## src/rtl/imem_load_ctrl.sv

```systemverilog
// rtl/imem_load_ctrl.sv - streams source words into instruction-memory lines and writes them out.
// Optional XOR checksum of accepted words: define IMEM_LOAD_CHECKSUM_EN.
module imem_load_ctrl #(
  parameter int WORD_W = 48,
  parameter int WORDS  = 5,
  parameter int ADDR_W = 8
) (
  input  logic                     clock,
  input  logic                     reset_n,
  input  logic                     start,
  input  logic                     abort,
  input  logic [ADDR_W-1:0]        base_addr,
  input  logic [ADDR_W-1:0]        line_cnt_m1,
  input  logic                     in_valid,
  input  logic [WORD_W-1:0]        in_word,
  output logic                     in_ready,
  output logic                     iMem_WEPin,
  output logic [ADDR_W-1:0]        WEAddress,
  output logic [WORD_W*WORDS-1:0]  idataWrite,
  output logic                     core_hold,
  output logic                     busy,
  output logic                     done,
  output logic [WORD_W-1:0]        checksum
);

  localparam int IDX_W = (WORDS > 1) ? $clog2(WORDS) : 1;
  localparam logic [IDX_W-1:0] LAST_IDX = IDX_W'(WORDS - 1);

  typedef enum logic [1:0] {IDLE, FILL, WRITE, DONE} state_t;

  state_t                     state_q;
  logic [ADDR_W-1:0]          base_q;
  logic [ADDR_W-1:0]          last_line_q;
  logic [ADDR_W-1:0]          line_idx_q;
  logic [IDX_W-1:0]           word_idx_q;
  logic [WORD_W*WORDS-1:0]    fill_q;
  logic [WORD_W*WORDS-1:0]    data_q;
  logic [ADDR_W-1:0]          addr_q;
  logic [WORD_W*WORDS-1:0]    fill_d;
  logic                       start_acc;
  logic                       word_acc;

  assign start_acc = (state_q == IDLE) && start && !abort;
  assign word_acc  = (state_q == FILL) && in_valid && !abort;

  // Lines assemble in fill_q so the memory-facing data only changes when a write is issued.
  always_comb begin
    fill_d = fill_q;
    fill_d[word_idx_q*WORD_W +: WORD_W] = in_word;
  end

  always_ff @(posedge clock or negedge reset_n) begin
    if (!reset_n) begin
      state_q     <= IDLE;
      base_q      <= '0;
      last_line_q <= '0;
      line_idx_q  <= '0;
      word_idx_q  <= '0;
      fill_q      <= '0;
      data_q      <= '0;
      addr_q      <= '0;
    end else begin
      case (state_q)
        IDLE: begin
          if (start_acc) begin
            state_q     <= FILL;
            base_q      <= base_addr;
            last_line_q <= line_cnt_m1;
            line_idx_q  <= '0;
            word_idx_q  <= '0;
          end
        end
        FILL: begin
          if (abort) begin
            state_q <= IDLE;
          end else if (word_acc) begin
            fill_q <= fill_d;
            if (word_idx_q == LAST_IDX) begin
              word_idx_q <= '0;
              data_q     <= fill_d;
              addr_q     <= base_q + line_idx_q;
              state_q    <= WRITE;
            end else begin
              word_idx_q <= word_idx_q + 1'b1;
            end
          end
        end
        WRITE: begin
          if (abort) begin
            state_q <= IDLE;
          end else if (line_idx_q == last_line_q) begin
            state_q <= DONE;
          end else begin
            line_idx_q <= line_idx_q + 1'b1;
            state_q    <= FILL;
          end
        end
        DONE: state_q <= IDLE;
        default: state_q <= IDLE;
      endcase
    end
  end

  // Abort suppresses the write strobe and done pulse in the very cycle it is raised.
  assign in_ready   = (state_q == FILL);
  assign iMem_WEPin = (state_q == WRITE) && !abort;
  assign done       = (state_q == DONE) && !abort;
  assign busy       = (state_q != IDLE);
  assign core_hold  = busy;
  assign WEAddress  = addr_q;
  assign idataWrite = data_q;

`ifdef IMEM_LOAD_CHECKSUM_EN
  logic [WORD_W-1:0] checksum_q;

  always_ff @(posedge clock or negedge reset_n) begin
    if (!reset_n) begin
      checksum_q <= '0;
    end else if (start_acc) begin
      checksum_q <= '0;
    end else if (word_acc) begin
      checksum_q <= checksum_q ^ in_word;
    end
  end

  assign checksum = checksum_q;
`else
  assign checksum = '0;
`endif

endmodule

```

## config.mk

```make
export PLATFORM = sky130hd
export DESIGN_NAME = imem_load_ctrl
export DESIGN_NICKNAME = d
export VERILOG_FILES = /design/src/rtl/imem_load_ctrl.sv
export SDC_FILE = /design/constraint.sdc
export NUM_CORES = 1
export LEC_CHECK = 0
export CORE_AREA = 3 3 343 345
export DETAILED_ROUTE_END_ITERATION = 7
export DIE_AREA = 0 0 346 348
export HOLD_SLACK_MARGIN = 0.12
export PLACE_DENSITY = 0.38
export SLEW_MARGIN = 20
export SYNTH_ARGS = -nofsm -noshare
export SYNTH_HDL_FRONTEND = slang
export SYNTH_SLANG_ARGS = --single-unit
```

## constraint.sdc

```tcl
create_clock -name clock -period 9.32 [get_ports clock]
set_input_delay 1.864 -clock clock [delete_from_list [all_inputs] [get_ports clock]]
set_output_delay 1.864 -clock clock [all_outputs]
set_load 0.01 [all_outputs]
```

==> results.sh, run 1 <==
export IMPL_status="finished, final reports clean"
export IMPL_htree_levels=3
export IMPL_drt_wl_total_um=104000
export IMPL_post_route_min_period_ns=5.82
export IMPL_ant_nets=0
export IMPL_cts_resized=0
export IMPL_worst_pin_slew_ns=1.10
export IMPL_synth_ff_type="dfrtp_1"
export IMPL_place_hpwl_um=72900
export IMPL_overflow=0
export IMPL_grt_max_degree=179
export IMPL_ir_drop_v=0.000139
export IMPL_utilization=0.288
export IMPL_die_height_um=348
export IMPL_drt_first_pass_iters=6
export IMPL_maxSlewHeadroom=0.266
export IMPL_rows=124
export IMPL_crit_path_end_kind="flip-flop"
export IMPL_avgSynthCellArea_sq_um=10.3
export IMPL_port_buffers=321
export IMPL_r2r_slack_ns=3.50
export IMPL_hp_start="idataWrite[63]"
export IMPL_clock_skew_ns=0.0168
export IMPL_drive_above_1_share=0.131
export IMPL_rsz0062_at_grt="false"
export IMPL_numCtsBuffers=67
export IMPL_io_pins=370
export IMPL_die_w_um=346
export IMPL_start_util=0.230
export IMPL_final_cell_mix="516 x dfrtp_1, 391 x nand2_1, 320 x clkdlybuf4s50_1"
export IMPL_num_vias=20800
export IMPL_ys_warn_count=0
export IMPL_wl_per_cell_um=24.1
export IMPL_grt_pass1_vias=20800
export IMPL_fin_cells=4330
export IMPL_r2r_start="word_idx_q[0]"
export IMPL_power_leakage_nw=14.2
export IMPL_p_per_area_nw_per_um2=193
export IMPL_finalCritPeriodShare=0.624
export IMPL_final_common_cell="dfrtp_1"
export IMPL_dp_cells=4207
export IMPL_syn2layout_area_growth_pct=25.3
export IMPL_path_clk_slew_ns=0.06
export IMPL_vias_per_cell=4.80
export IMPL_n_fill_cell=12000
export IMPL_synthArstFlopShare=1.00
export IMPL_grtUsageTotal=0.169
export IMPL_floorplan_die_area_sq_um=120000
export IMPL_clock_path_buffers=3
export IMPL_setup_viol=0
export IMPL_postCtsHoldBufs=0
export IMPL_crit_start="word_idx_q[0]"
export IMPL_route_detailed_drc=0
export IMPL_path_class="flip-flop to flip-flop"
export IMPL_cts_tree="built"
export IMPL_ys_seq_area_frac=0.491
export IMPL_drt_iter0_markers=1748
export IMPL_hold_class="flip-flop to flip-flop"
export IMPL_tns_ns=0
export IMPL_synth_cells=2555
export IMPL_cap_viol_max_count=0
export IMPL_postCtsSetupBuffers=0
export IMPL_grt_antenna_before_repair=10
export IMPL_maxSlewViolCount=0
export IMPL_synth_cell_types=86
export IMPL_critPathRequiredTime_ns=9.84
export IMPL_synth_edf_count=0
export IMPL_gp_congestion=0.835
export IMPL_root_buffer="clkbuf_16"
export IMPL_final_nets=2850
export IMPL_grt_pass1_wl_um=151000
export IMPL_finalHoldViolCount=0
export IMPL_worst_setup_path_start_kind="flip-flop"
export IMPL_synth_seq_cells=517
export IMPL_worstPathMaxFanout=54
export IMPL_netlist_area_sq_um=26300
export IMPL_insertion_delay_ns=0.61
export IMPL_crit_arrival_ns=6.34
export IMPL_fp_coreArea_sq_um=115000
export IMPL_clock_sinks=517
export IMPL_fmax_ghz=0.172
[registers in the layout (all words and copies together), names as in the netlist]
name / count
line_idx_q: 8
fill_q: 240
base_q: 8
state_q: 2
word_idx_q: 3
WEAddress: 8
last_line_q: 8
idataWrite: 240
[layer usage]
layer	GRT usage	vias up	wire length [um]
li1	-	9480	-
met1	0.235	10400	48700
met2	0.262	689	46100
met3	0.0374	148	6620
met4	0.0478	6	2610
met5	0.00628	-	118
[synthesized netlist by cell type, types with 9 or more instances]
| cell type | instances | share of area |
|---|---|---|
| mux2_2 | 164 | 0.070 |
| nor4_1 | 19 | 0.0045 |
| nor2_1 | 63 | 0.0090 |
| mux2_1 | 15 | 0.0064 |
| buf_4 | 61 | 0.017 |
| nor2b_1 | 38 | 0.0090 |
| nand2b_1 | 23 | 0.0055 |
| buf_2 | 56 | 0.011 |
| a21boi_0 | 18 | 0.0051 |
| a221oi_1 | 16 | 0.0053 |
| nor3_1 | 22 | 0.0042 |
| o41ai_1 | 15 | 0.0050 |
| o21ai_0 | 184 | 0.035 |
| a22oi_1 | 17 | 0.0048 |
| a22o_1 | 33 | 0.011 |
| dfrtp_1 | 517 | 0.49 |
| nand4_1 | 44 | 0.010 |
| buf_1 | 19 | 0.0027 |
| and2_1 | 18 | 0.0043 |
| buf_6 | 11 | 0.0047 |
| inv_1 | 58 | 0.0083 |
| mux2i_1 | 175 | 0.067 |
| ha_1 | 14 | 0.0067 |
| o2bb2ai_1 | 32 | 0.011 |
| xnor2_1 | 12 | 0.0040 |
| o311ai_1 | 9 | 0.0030 |
| o31ai_1 | 36 | 0.010 |
| a221o_1 | 44 | 0.017 |
| a31oi_1 | 34 | 0.0081 |
| a21oi_1 | 125 | 0.024 |
| o21ai_1 | 23 | 0.0044 |
| a2bb2oi_1 | 16 | 0.0053 |
| clkbuf_1 | 123 | 0.018 |
| nand2_1 | 391 | 0.056 |
[report_power, final]
group	internal (W)	total (W)	switching, W
logic	0.000410	0.00129	0.000882
clock network	0.00161	0.00264	0.00103
registers	0.00236	0.00245	0.0000893
total	0.00438	0.00638	0.00200
[worst max-delay path, stage by stage, from the launching register on]
cell     delay (ns)
dfrtp_4        0.73
ha_1           0.41
fa_1           0.77
xnor2_4        0.81
and3_1         0.27
ha_1           0.25
buf_4          0.29
nor3_1         0.19
nand4_1        0.31
a211o_1        0.39
buf_4          0.27
a21oi_4        0.70
mux2i_1        0.28
[metrics by stage]
stage	instance area, sq um	total power [W]	worst slack, ns	hold slack [ns]
floorplan	26500	0.00327	5.11	0.450
global placement	30700	0.00375	3.72	0.463
detailed placement	30700	0.00377	3.63	0.468
CTS	32900	0.00647	3.55	0.483
global route	33000	0.00669	3.24	0.500
finish	33000	0.00638	3.50	0.476
[cell type report]
class / count / area (sq um) / area share
Timing Repair Buffer: 365 / 3610 / 0.109
Antenna cell: 4 / 10.0 / 0.000303
Inverter: 59 / 221 / 0.00671
Clock buffer: 95 / 2010 / 0.0608
Sequential cell: 517 / 12900 / 0.392
Multi-Input combinational cell: 1755 / 12100 / 0.367
Tap cell: 1512 / 1890 / 0.0573
Clock inverter: 23 / 228 / 0.00690
[final timing paths]
| kind | end | cells after the start |
|---|---|---|
| setup / recovery | fill_q[43] | 12 |
| hold / removal | idataWrite[63] | 2 |
| setup reg to reg | fill_q[43] | 12 |
| hold reg to reg | idataWrite[63] | 2 |
| max in group asynchronous | fill_q[147] | 3 |
| min in group asynchronous | idataWrite[204] | 1 |
[kinds of logic (layout without fill, tap and decap cells)]
family	count (synthesis)	after routing	synth area share
simple gates	673	673	0.121
xor+xnor	19	19	0.00917
flops	517	517	0.491
other cells	1	52	0.000142
compound gates	644	644	0.165
mux	355	355	0.144
buf+inv	330	542	0.0619
fa+ha+maj	16	16	0.00817
No activity file was read; power rests on OpenSTA's default activity.
==> run 2, diff against run 1 <==
PLACE_DENSITY = 0.39   (was 0.38)
clock period = 5.05 ns   (was 9.32 ns; I/O delays follow)
==> results.sh, run 2 (synthesis results as in run 1) <==
export IMPL_fp_coreArea_sq_um=115000
export IMPL_postCtsHoldBufs=0
export IMPL_drt_first_pass_iters=5
export IMPL_overflow=0
export IMPL_die_w_um=346
export IMPL_grt_pass1_wl_um=153000
export IMPL_ant_nets=0
export IMPL_htree_levels=3
export IMPL_cts_tree="built"
export IMPL_vias_per_cell=4.79
export IMPL_hold_class="input port to asynchronous set/reset pin"
export IMPL_numCtsBuffers=67
export IMPL_port_buffers=321
export IMPL_ir_drop_v=0.000214
export IMPL_maxSlewViolCount=0
export IMPL_cp_common_cell="buf_4"
export IMPL_finalCritPeriodShare=0.864
export IMPL_rows=124
export IMPL_route_detailed_drc=0
export IMPL_pre_cts_slack_ns=0.731
export IMPL_num_vias=20800
export IMPL_drive_above_1_share=0.134
export IMPL_status="finished, final reports clean"
export IMPL_worst_setup_path_start_kind="flip-flop"
export IMPL_cp_slowest_cell="a21oi_4"
export IMPL_drt_wl_total_um=105000
export IMPL_gp_congestion=0.834
export IMPL_clock_skew_ns=0.0280
export IMPL_post_route_min_period_ns=4.37
export IMPL_critPathRequiredTime_ns=5.57
export IMPL_final_nets=2872
export IMPL_path_cells="buf_4, inv_1, buf_4, ha_1, and3_1, ha_1, buf_4, o21ai_2, or2_2, a21oi_4, mux2i_1"
export IMPL_grt_max_degree=234
export IMPL_wl_per_cell_um=24.3
export IMPL_crit_path_end_kind="flip-flop"
export IMPL_setup_viol=0
export IMPL_worst_hold_slack_ns=0.443
export IMPL_fmax_ghz=0.229
export IMPL_drt_iter0_markers=1549
export IMPL_n_fill_cell=11900
export IMPL_floorplan_die_area_sq_um=120000
export IMPL_crit_arrival_ns=4.89
export IMPL_final_cell_mix="516 x dfrtp_1, 391 x nand2_1, 320 x clkdlybuf4s50_1"
export IMPL_maxSlewHeadroom=0.212
export IMPL_start_util=0.230
export IMPL_grtUsageTotal=0.172
export IMPL_tns_ns=0
export IMPL_die_height_um=348
export IMPL_root_buffer="clkbuf_16"
export IMPL_rsz0062_at_grt="false"
export IMPL_fin_ws_ns=0.685
export IMPL_finalHoldViolCount=0
export IMPL_syn2layout_area_growth_pct=25.6
export IMPL_power_leakage_nw=14.3
export IMPL_r2r_cells=11
export IMPL_r2r_slack_ns=0.68
export IMPL_insertion_delay_ns=0.61
export IMPL_path_class="flip-flop to flip-flop"
export IMPL_grt_pass1_vias=20900
export IMPL_final_cell_area_sq_um=33100
export IMPL_clock_sinks=517
export IMPL_path_clk_slew_ns=0.06
export IMPL_p_per_area_nw_per_um2=354
export IMPL_cts_resized=0
export IMPL_postCtsSetupBuffers=0
export IMPL_grt_antenna_before_repair=8
export IMPL_worst_pin_slew_ns=1.18
export IMPL_max_stage_delay_ns=0.64
export IMPL_place_area_sq_um=30900
export IMPL_io_pins=370
export IMPL_clock_path_buffers=3
export IMPL_final_common_cell="dfrtp_1"
export IMPL_place_hpwl_um=74400
export IMPL_worstPathMaxFanout=38
export IMPL_cap_viol_max_count=0
-- run 2: cell type report --
cell class / count / area, sq um / area share
flip-flops and latches: 517 / 12900 / 0.391
multi-input cells: 1755 / 12000 / 0.364
clock buffers: 95 / 1930 / 0.0585
diodes: 4 / 10.0 / 0.000303
repair buffers: 387 / 3790 / 0.115
well taps: 1512 / 1890 / 0.0572
clock inverters: 20 / 246 / 0.00745
inverters: 59 / 221 / 0.00670
-- run 2: final timing paths --
kind / startpoint / end
min: reset_n / fill_q[75]
max: word_idx_q[0] / fill_q[47]
max in group asynchronous: reset_n / base_q[6]
min in group clock: idataWrite[194] / idataWrite[194]
min reg2reg: idataWrite[194] / idataWrite[194]
max reg2reg: word_idx_q[0] / fill_q[47]
-- run 2: critical path, delay by kind of cell (launching register included) --
| kind | cells | cell delay [ns] |
|---|---|---|
| muxes | 1 | 0.28 |
| DFF | 1 | 0.40 |
| and+or+nand+nor | 2 | 0.72 |
| buffers and inverters | 4 | 1.25 |
| adders and majority gates | 2 | 0.66 |
| AOI/OAI and AO/OA | 2 | 0.94 |
-- run 2: layer usage --
metal  routed length [um]  track usage
met5                   27            0
met1                50000        0.243
met3                 6250       0.0369
met4                 2280       0.0419
met2                47000        0.267
-- run 2: where the power goes --
| group | switching, W | internal, W |
|---|---|---|
| logic | 0.00164 | 0.000783 |
| registers | 0.000134 | 0.00435 |
| clock network | 0.00189 | 0.00292 |
| total | 0.00366 | 0.00805 |
-- run 2: per-stage QoR --
stage	utilization	total power, W	instances
CTS	0.289	0.0119	4345
global placement	0.270	0.00693	4230
detailed placement	0.270	0.00697	4230
floorplan	-	0.00603	2602
finish	0.289	0.0117	4349
global route	0.289	0.0123	4345
